--- config.mk ---
export PLATFORM = sky130hd
export DESIGN_NAME = proc_mem_req_arbiter
export DESIGN_NICKNAME = d
export VERILOG_FILES = /design/src/rtl/proc_mem_req_arbiter.sv
export SDC_FILE = /design/constraint.sdc
export NUM_CORES = 1
export LEC_CHECK = 0
export CAP_MARGIN = 20
export CORE_AREA = 8 8 147 149
export CTS_CLUSTER_SIZE = 20
export DETAILED_ROUTE_END_ITERATION = 7
export DIE_AREA = 0 0 155 157
export DONT_BUFFER_PORTS = 1
export PLACE_DENSITY_LB_ADDON = 0.05
export REMOVE_ABC_BUFFERS = 1
export SLEW_MARGIN = 20
export SYNTH_ARGS = -nofsm -noshare
export SYNTH_HDL_FRONTEND = slang
export SYNTH_SLANG_ARGS = --single-unit
--- constraint.sdc ---
create_clock -name clk -period 2.44 [get_ports clk]
set_input_delay 0.366 -clock clk [delete_from_list [all_inputs] [get_ports clk]]
set_output_delay 0.366 -clock clk [all_outputs]
set_load 0.01 [all_outputs]
--- src/rtl/proc_mem_req_arbiter.sv ---
// Two-to-one memory request arbiter with source tagging, response routing,
// per-port outstanding caps and a sticky orphan-response flag.
module proc_mem_req_arbiter #(
  parameter int unsigned p_max_outstanding = 4,
  parameter int unsigned p_req_nbits       = 77,
  parameter int unsigned p_resp_nbits      = 45
) (
  input  logic                    clk,
  input  logic                    reset,
  input  logic                    domain,
  output logic                    mem_domain,

  input  logic [p_req_nbits-1:0]  in0_req_msg,
  input  logic                    in0_req_val,
  output logic                    in0_req_rdy,

  input  logic [p_req_nbits-1:0]  in1_req_msg,
  input  logic                    in1_req_val,
  output logic                    in1_req_rdy,

  output logic [p_req_nbits-1:0]  out_req_msg,
  output logic                    out_req_val,
  input  logic                    out_req_rdy,

  input  logic [p_resp_nbits-1:0] mem_resp_msg,
  input  logic                    mem_resp_val,
  output logic                    mem_resp_rdy,

  output logic [p_resp_nbits-1:0] out0_resp_msg,
  output logic                    out0_resp_val,
  input  logic                    out0_resp_rdy,

  output logic [p_resp_nbits-1:0] out1_resp_msg,
  output logic                    out1_resp_val,
  input  logic                    out1_resp_rdy,

  output logic [3:0]              cnt0,
  output logic [3:0]              cnt1,
  output logic                    err
);

  localparam int unsigned CNT_W   = 4;
  localparam logic [CNT_W-1:0] MAX_CNT = CNT_W'(p_max_outstanding);

  logic [CNT_W-1:0] cnt0_q, cnt0_d;
  logic [CNT_W-1:0] cnt1_q, cnt1_d;
  logic             prio_q, prio_d;
  logic             lock_q, lock_d;
  logic             locked_port_q, locked_port_d;
  logic             err_q, err_d;

  logic             elig0, elig1;
  logic             grant_val, grant;
  logic             req_fire, resp_fire, resp_port;
  logic [p_req_nbits-1:0] sel_req_msg;

  // Counter step: +1 on request fire, -1 on response fire, clamped to [0, cap].
  function automatic logic [CNT_W-1:0] next_cnt(input logic [CNT_W-1:0] c,
                                                input logic inc, input logic dec);
    logic [CNT_W-1:0] r;
    r = c;
    if (inc && !dec && (c < MAX_CNT)) r = c + CNT_W'(1);
    else if (dec && !inc && (c != '0)) r = c - CNT_W'(1);
    return r;
  endfunction

  assign mem_domain = domain;

  // Grant selection: a held lock overrides eligibility and the pointer.
  always_comb begin
    elig0     = in0_req_val && (cnt0_q < MAX_CNT);
    elig1     = in1_req_val && (cnt1_q < MAX_CNT);
    grant_val = 1'b0;
    grant     = 1'b0;
    if (lock_q) begin
      grant_val = 1'b1;
      grant     = locked_port_q;
    end else if (elig0 && elig1) begin
      grant_val = 1'b1;
      grant     = prio_q;
    end else if (elig0 || elig1) begin
      grant_val = 1'b1;
      grant     = elig1;
    end
  end

  always_comb begin
    sel_req_msg = grant ? in1_req_msg : in0_req_msg;
    out_req_msg = {sel_req_msg[p_req_nbits-1:74], {7'b0, grant}, sel_req_msg[65:0]};
    out_req_val = grant_val && !reset;
    in0_req_rdy = out_req_val && out_req_rdy && !grant;
    in1_req_rdy = out_req_val && out_req_rdy && grant;
  end

  // Response routing on opaque bit 0; the opaque field is cleared on the way back.
  always_comb begin
    resp_port     = mem_resp_msg[34];
    out0_resp_msg = {mem_resp_msg[p_resp_nbits-1:42], 8'b0, mem_resp_msg[33:0]};
    out1_resp_msg = out0_resp_msg;
    out0_resp_val = mem_resp_val && !resp_port && !reset;
    out1_resp_val = mem_resp_val && resp_port && !reset;
    mem_resp_rdy  = (resp_port ? out1_resp_rdy : out0_resp_rdy) && !reset;
  end

  always_comb begin
    req_fire      = out_req_val && out_req_rdy;
    resp_fire     = mem_resp_val && mem_resp_rdy;
    prio_d        = prio_q;
    lock_d        = lock_q;
    locked_port_d = locked_port_q;
    err_d         = err_q;

    cnt0_d = next_cnt(cnt0_q, req_fire && !grant, resp_fire && !resp_port);
    cnt1_d = next_cnt(cnt1_q, req_fire && grant,  resp_fire && resp_port);

    if (req_fire) begin
      prio_d = !grant;
      lock_d = 1'b0;
    end else if (out_req_val) begin
      lock_d        = 1'b1;
      locked_port_d = grant;
    end

    if (resp_fire && ((resp_port ? cnt1_q : cnt0_q) == '0)) err_d = 1'b1;
  end

  always_ff @(posedge clk or posedge reset) begin
    if (reset) begin
      cnt0_q        <= '0;
      cnt1_q        <= '0;
      prio_q        <= 1'b0;
      lock_q        <= 1'b0;
      locked_port_q <= 1'b0;
      err_q         <= 1'b0;
    end else begin
      cnt0_q        <= cnt0_d;
      cnt1_q        <= cnt1_d;
      prio_q        <= prio_d;
      lock_q        <= lock_d;
      locked_port_q <= locked_port_d;
      err_q         <= err_d;
    end
  end

  assign cnt0 = cnt0_q;
  assign cnt1 = cnt1_q;
  assign err  = err_q;

endmodule

==> impl_metrics.env <==
export IMPL_layout_commonest_cell="mux2_2"
export IMPL_synth_cells=277
export IMPL_r2r_end="cnt1[1]"
export IMPL_firstDrtPassIters=4
export IMPL_htree_levels=1
export IMPL_die_y_um=157
export IMPL_path_class="flop to output port"
export IMPL_cts_tree="done"
export IMPL_syn_area_um2=2540
export IMPL_maxCapViolCount=0
export IMPL_ys_seq_area_share_pct=11.8
export IMPL_combPwrFrac_pct=75.5
export IMPL_crit_start="cnt1[3]"
export IMPL_power_density_nw_per_um2=1190
export IMPL_place_congestion=0.734
export IMPL_path_clk_slew_ns=0.05
export IMPL_synth_seq_cells=12
export IMPL_crit_end="out_req_msg[2]"
export IMPL_rsz0062_at_grt="true"
export IMPL_status="finished clean"
export IMPL_crit_arrival_ns=2.05
export IMPL_synth_main_ff_cell="dfrtp_1"
export IMPL_power_frac_seq_pct=13.9
export IMPL_clock_skew_final_ns=0.00238
export IMPL_synth_edff_count=0
export IMPL_ios=391
export IMPL_fillCellCount=2178
export IMPL_r2r_start="cnt1[3]"
export IMPL_hpwlAfterDp_um=18800
export IMPL_multi_input_area_um2=1620
export IMPL_final_util_pct=14.4
export IMPL_maxSlewViolCount=0
export IMPL_drive_gt1_share_pct=57.6
export IMPL_slowest_stage="or3b_4"
export IMPL_num_vias=1868
export IMPL_die_w_um=155
export IMPL_overflow=0
export IMPL_synth_avg_cell_area_um2=9.16
export IMPL_cts_sinks=12
export IMPL_yosys_warnings=0
export IMPL_rrSetupSlack_ns=0.07
export IMPL_switching_share_pct=47.9
export IMPL_drtAntennaViolNets=0
export IMPL_switching_power_w=0.00159
export IMPL_hold_viol_final=0
export IMPL_clockRootBuffer="clkbuf_16"
export IMPL_initial_core_util_pct=13.2
export IMPL_hp_class="input port to async pin"
export IMPL_min_period_over_period_pct=99.1
export IMPL_post_drt_wl_per_cell_um=41.4
export IMPL_worstPathCellList="or3b_4, o31a_4, buf_12, clkbuf_16, mux2_4"
export IMPL_avgViaCountPerCell=3.77
export IMPL_layout_nets=446
export IMPL_startpoint_type="flop"
export IMPL_port_buffers=0
export IMPL_p_leak_nw=1.15
export IMPL_num_rows=51
export IMPL_hold_ws_ns=0.0402
export IMPL_required_ns=2.07
export IMPL_core_um2=19200
export IMPL_grt_pass1_vias=2169
export IMPL_insertion_delay_ns=0.25
export IMPL_syn_to_final_growth_pct=9.27
export IMPL_r2r_cells=8
export IMPL_min_period_ns=2.42
export IMPL_cts_path_max_buffers=2
export IMPL_antenna_cells=0
export IMPL_numCtsBuffers=3
export IMPL_async_flop_share_pct=100
export IMPL_drtIter0Drc=63
export IMPL_fmax_mhz=414
export IMPL_max_stage_delay_ns=0.41
export IMPL_antenna_found_initial=0
export IMPL_routed_wl_um=20500
export IMPL_cellInternalPower_w=0.00172
export IMPL_crit_path_max_fanout=7
export IMPL_final_cell_mix="50 x mux2_2, 27 x buf_4, 23 x conb_1"
export IMPL_track_usage_pct=15.8
export IMPL_end_kind="output port"
export IMPL_drc=0
export IMPL_setup_viol=0
export IMPL_grt_max_degree=25
export IMPL_grt_pass1_wl_um=24600
export IMPL_power_frac_clock_pct=10.6
export IMPL_regArea_um2=300
export IMPL_peakVddDrop_v=0.000456
export IMPL_dieArea_um2=24300
export IMPL_synth_distinct_cells=49
==> power by group through the flow <==
| stage | Clock, W | Combinational [W] | Sequential [W] |
|---|---|---|---|
| 4_1_cts | 0.000367 | 0.00236 | 0.000457 |
| 6_report | 0.000353 | 0.00250 | 0.000459 |
| 3_5_place_dp | 0 | 0.00203 | 0.000457 |
| 2_1_floorplan | 0 | 0.00121 | 0.000447 |
| 3_3_place_gp | 0 | 0.00204 | 0.000463 |
| 5_1_grt | 0.000373 | 0.00272 | 0.000488 |
==> sequential cells by signal, summed over array words and instances, names as in the netlist <==
name,count
lock_q,1
prio_q,1
cnt0,4
err,1
cnt1,4
locked_port_q,1
==> cell usage after synthesis (3+ instances only) <==
master     n  area share [%]
o211ai_1   3            0.89
a21oi_1    5            0.99
mux2_2    72              32
buf_6      7             3.1
or3_1      3            0.74
nand3_1    3            0.59
dfrtp_1   12              12
o21ai_0    4            0.79
nor2_1     7             1.0
ha_1       4             2.0
nand2_1    9             1.3
buf_4     99              29
inv_1      6            0.89
==> kinds of logic (layout without fill, tap and decap cells) <==
kind of cell / Yosys count / count (layout) / share of synthesized area [%]
AO/OA/AOI/OAI: 28 / 28 / 7.74
XOR/XNOR: 2 / 2 / 0.690
other: 1 / 23 / 0.148
buffers and inverters: 115 / 47 / 34.3
adder cells (fa/ha/maj): 6 / 6 / 3.55
flip-flops: 12 / 12 / 11.8
multiplexers: 73 / 73 / 32.3
AND/OR/NAND/NOR: 40 / 40 / 9.41
==> stage by stage <==
stage	cells	power [W]	cell area, µm²	worst slack (ns)	setup TNS, ns
finish	496	0.00331	2770	0.0218	0
global route	496	0.00358	2770	-0.0340	-0.491
CTS	491	0.00318	2620	-0.0194	-0.0457
detailed placement	482	0.00249	2320	-0.0671	-0.0775
global placement	482	0.00250	2320	-0.146	-0.169
floorplan	191	0.00166	1780	-1.43	-82.73
==> per-layer routing <==
metal / GRT usage (%) / share of wire (%) / up-vias
li1: - / - / 748
met2: 18.9 / 35 / 304
met1: 17.4 / 36 / 806
met3: 19.8 / 28 / 7
met5: 3.88 / 0.61 / -
met4: 0.280 / 0.054 / 3
==> final cells by class <==
type | count | share of cell area (%)
Timing Repair Buffer | 36 | 14.5
Inverter | 7 | 1.13
Multi-Input combinational cell | 172 | 58.4
Sequential cell | 12 | 10.8
Clock buffer | 4 | 3.20
Tap cell | 265 | 12.0
==> what timing repair did <==
item | in CTS | in global routing
setup endpoints to repair | 71 | 47
hold buffers | 0 | 0
gates resized for setup | 32 | 10
cloned | 2 | 3
pin swaps | 5 | 5
buffers inserted | 4 | 2
==> worst min-delay path by stage <==
stage | from | to | slack [ns]
2_1_floorplan | reset | cnt0[0] | 0.24
3_3_place_gp | reset | cnt1[3] | 0.31
3_5_place_dp | reset | locked_port_q | 0.31
4_1_cts | reset | err | 0.04
5_1_grt | reset | cnt0[3] | 0.07
6_report | reset | err | 0.04
==> worst max-delay path, delay by kind of cell (launching register included) <==
kind                   cells  cell delay (ns)
buffers and inverters      2             0.32
DFF                        1             0.39
muxes                      1             0.35
AOI/OAI and AO/OA          1             0.32
and+or+nand+nor            1             0.41
Power figures use the tool's default switching activity.
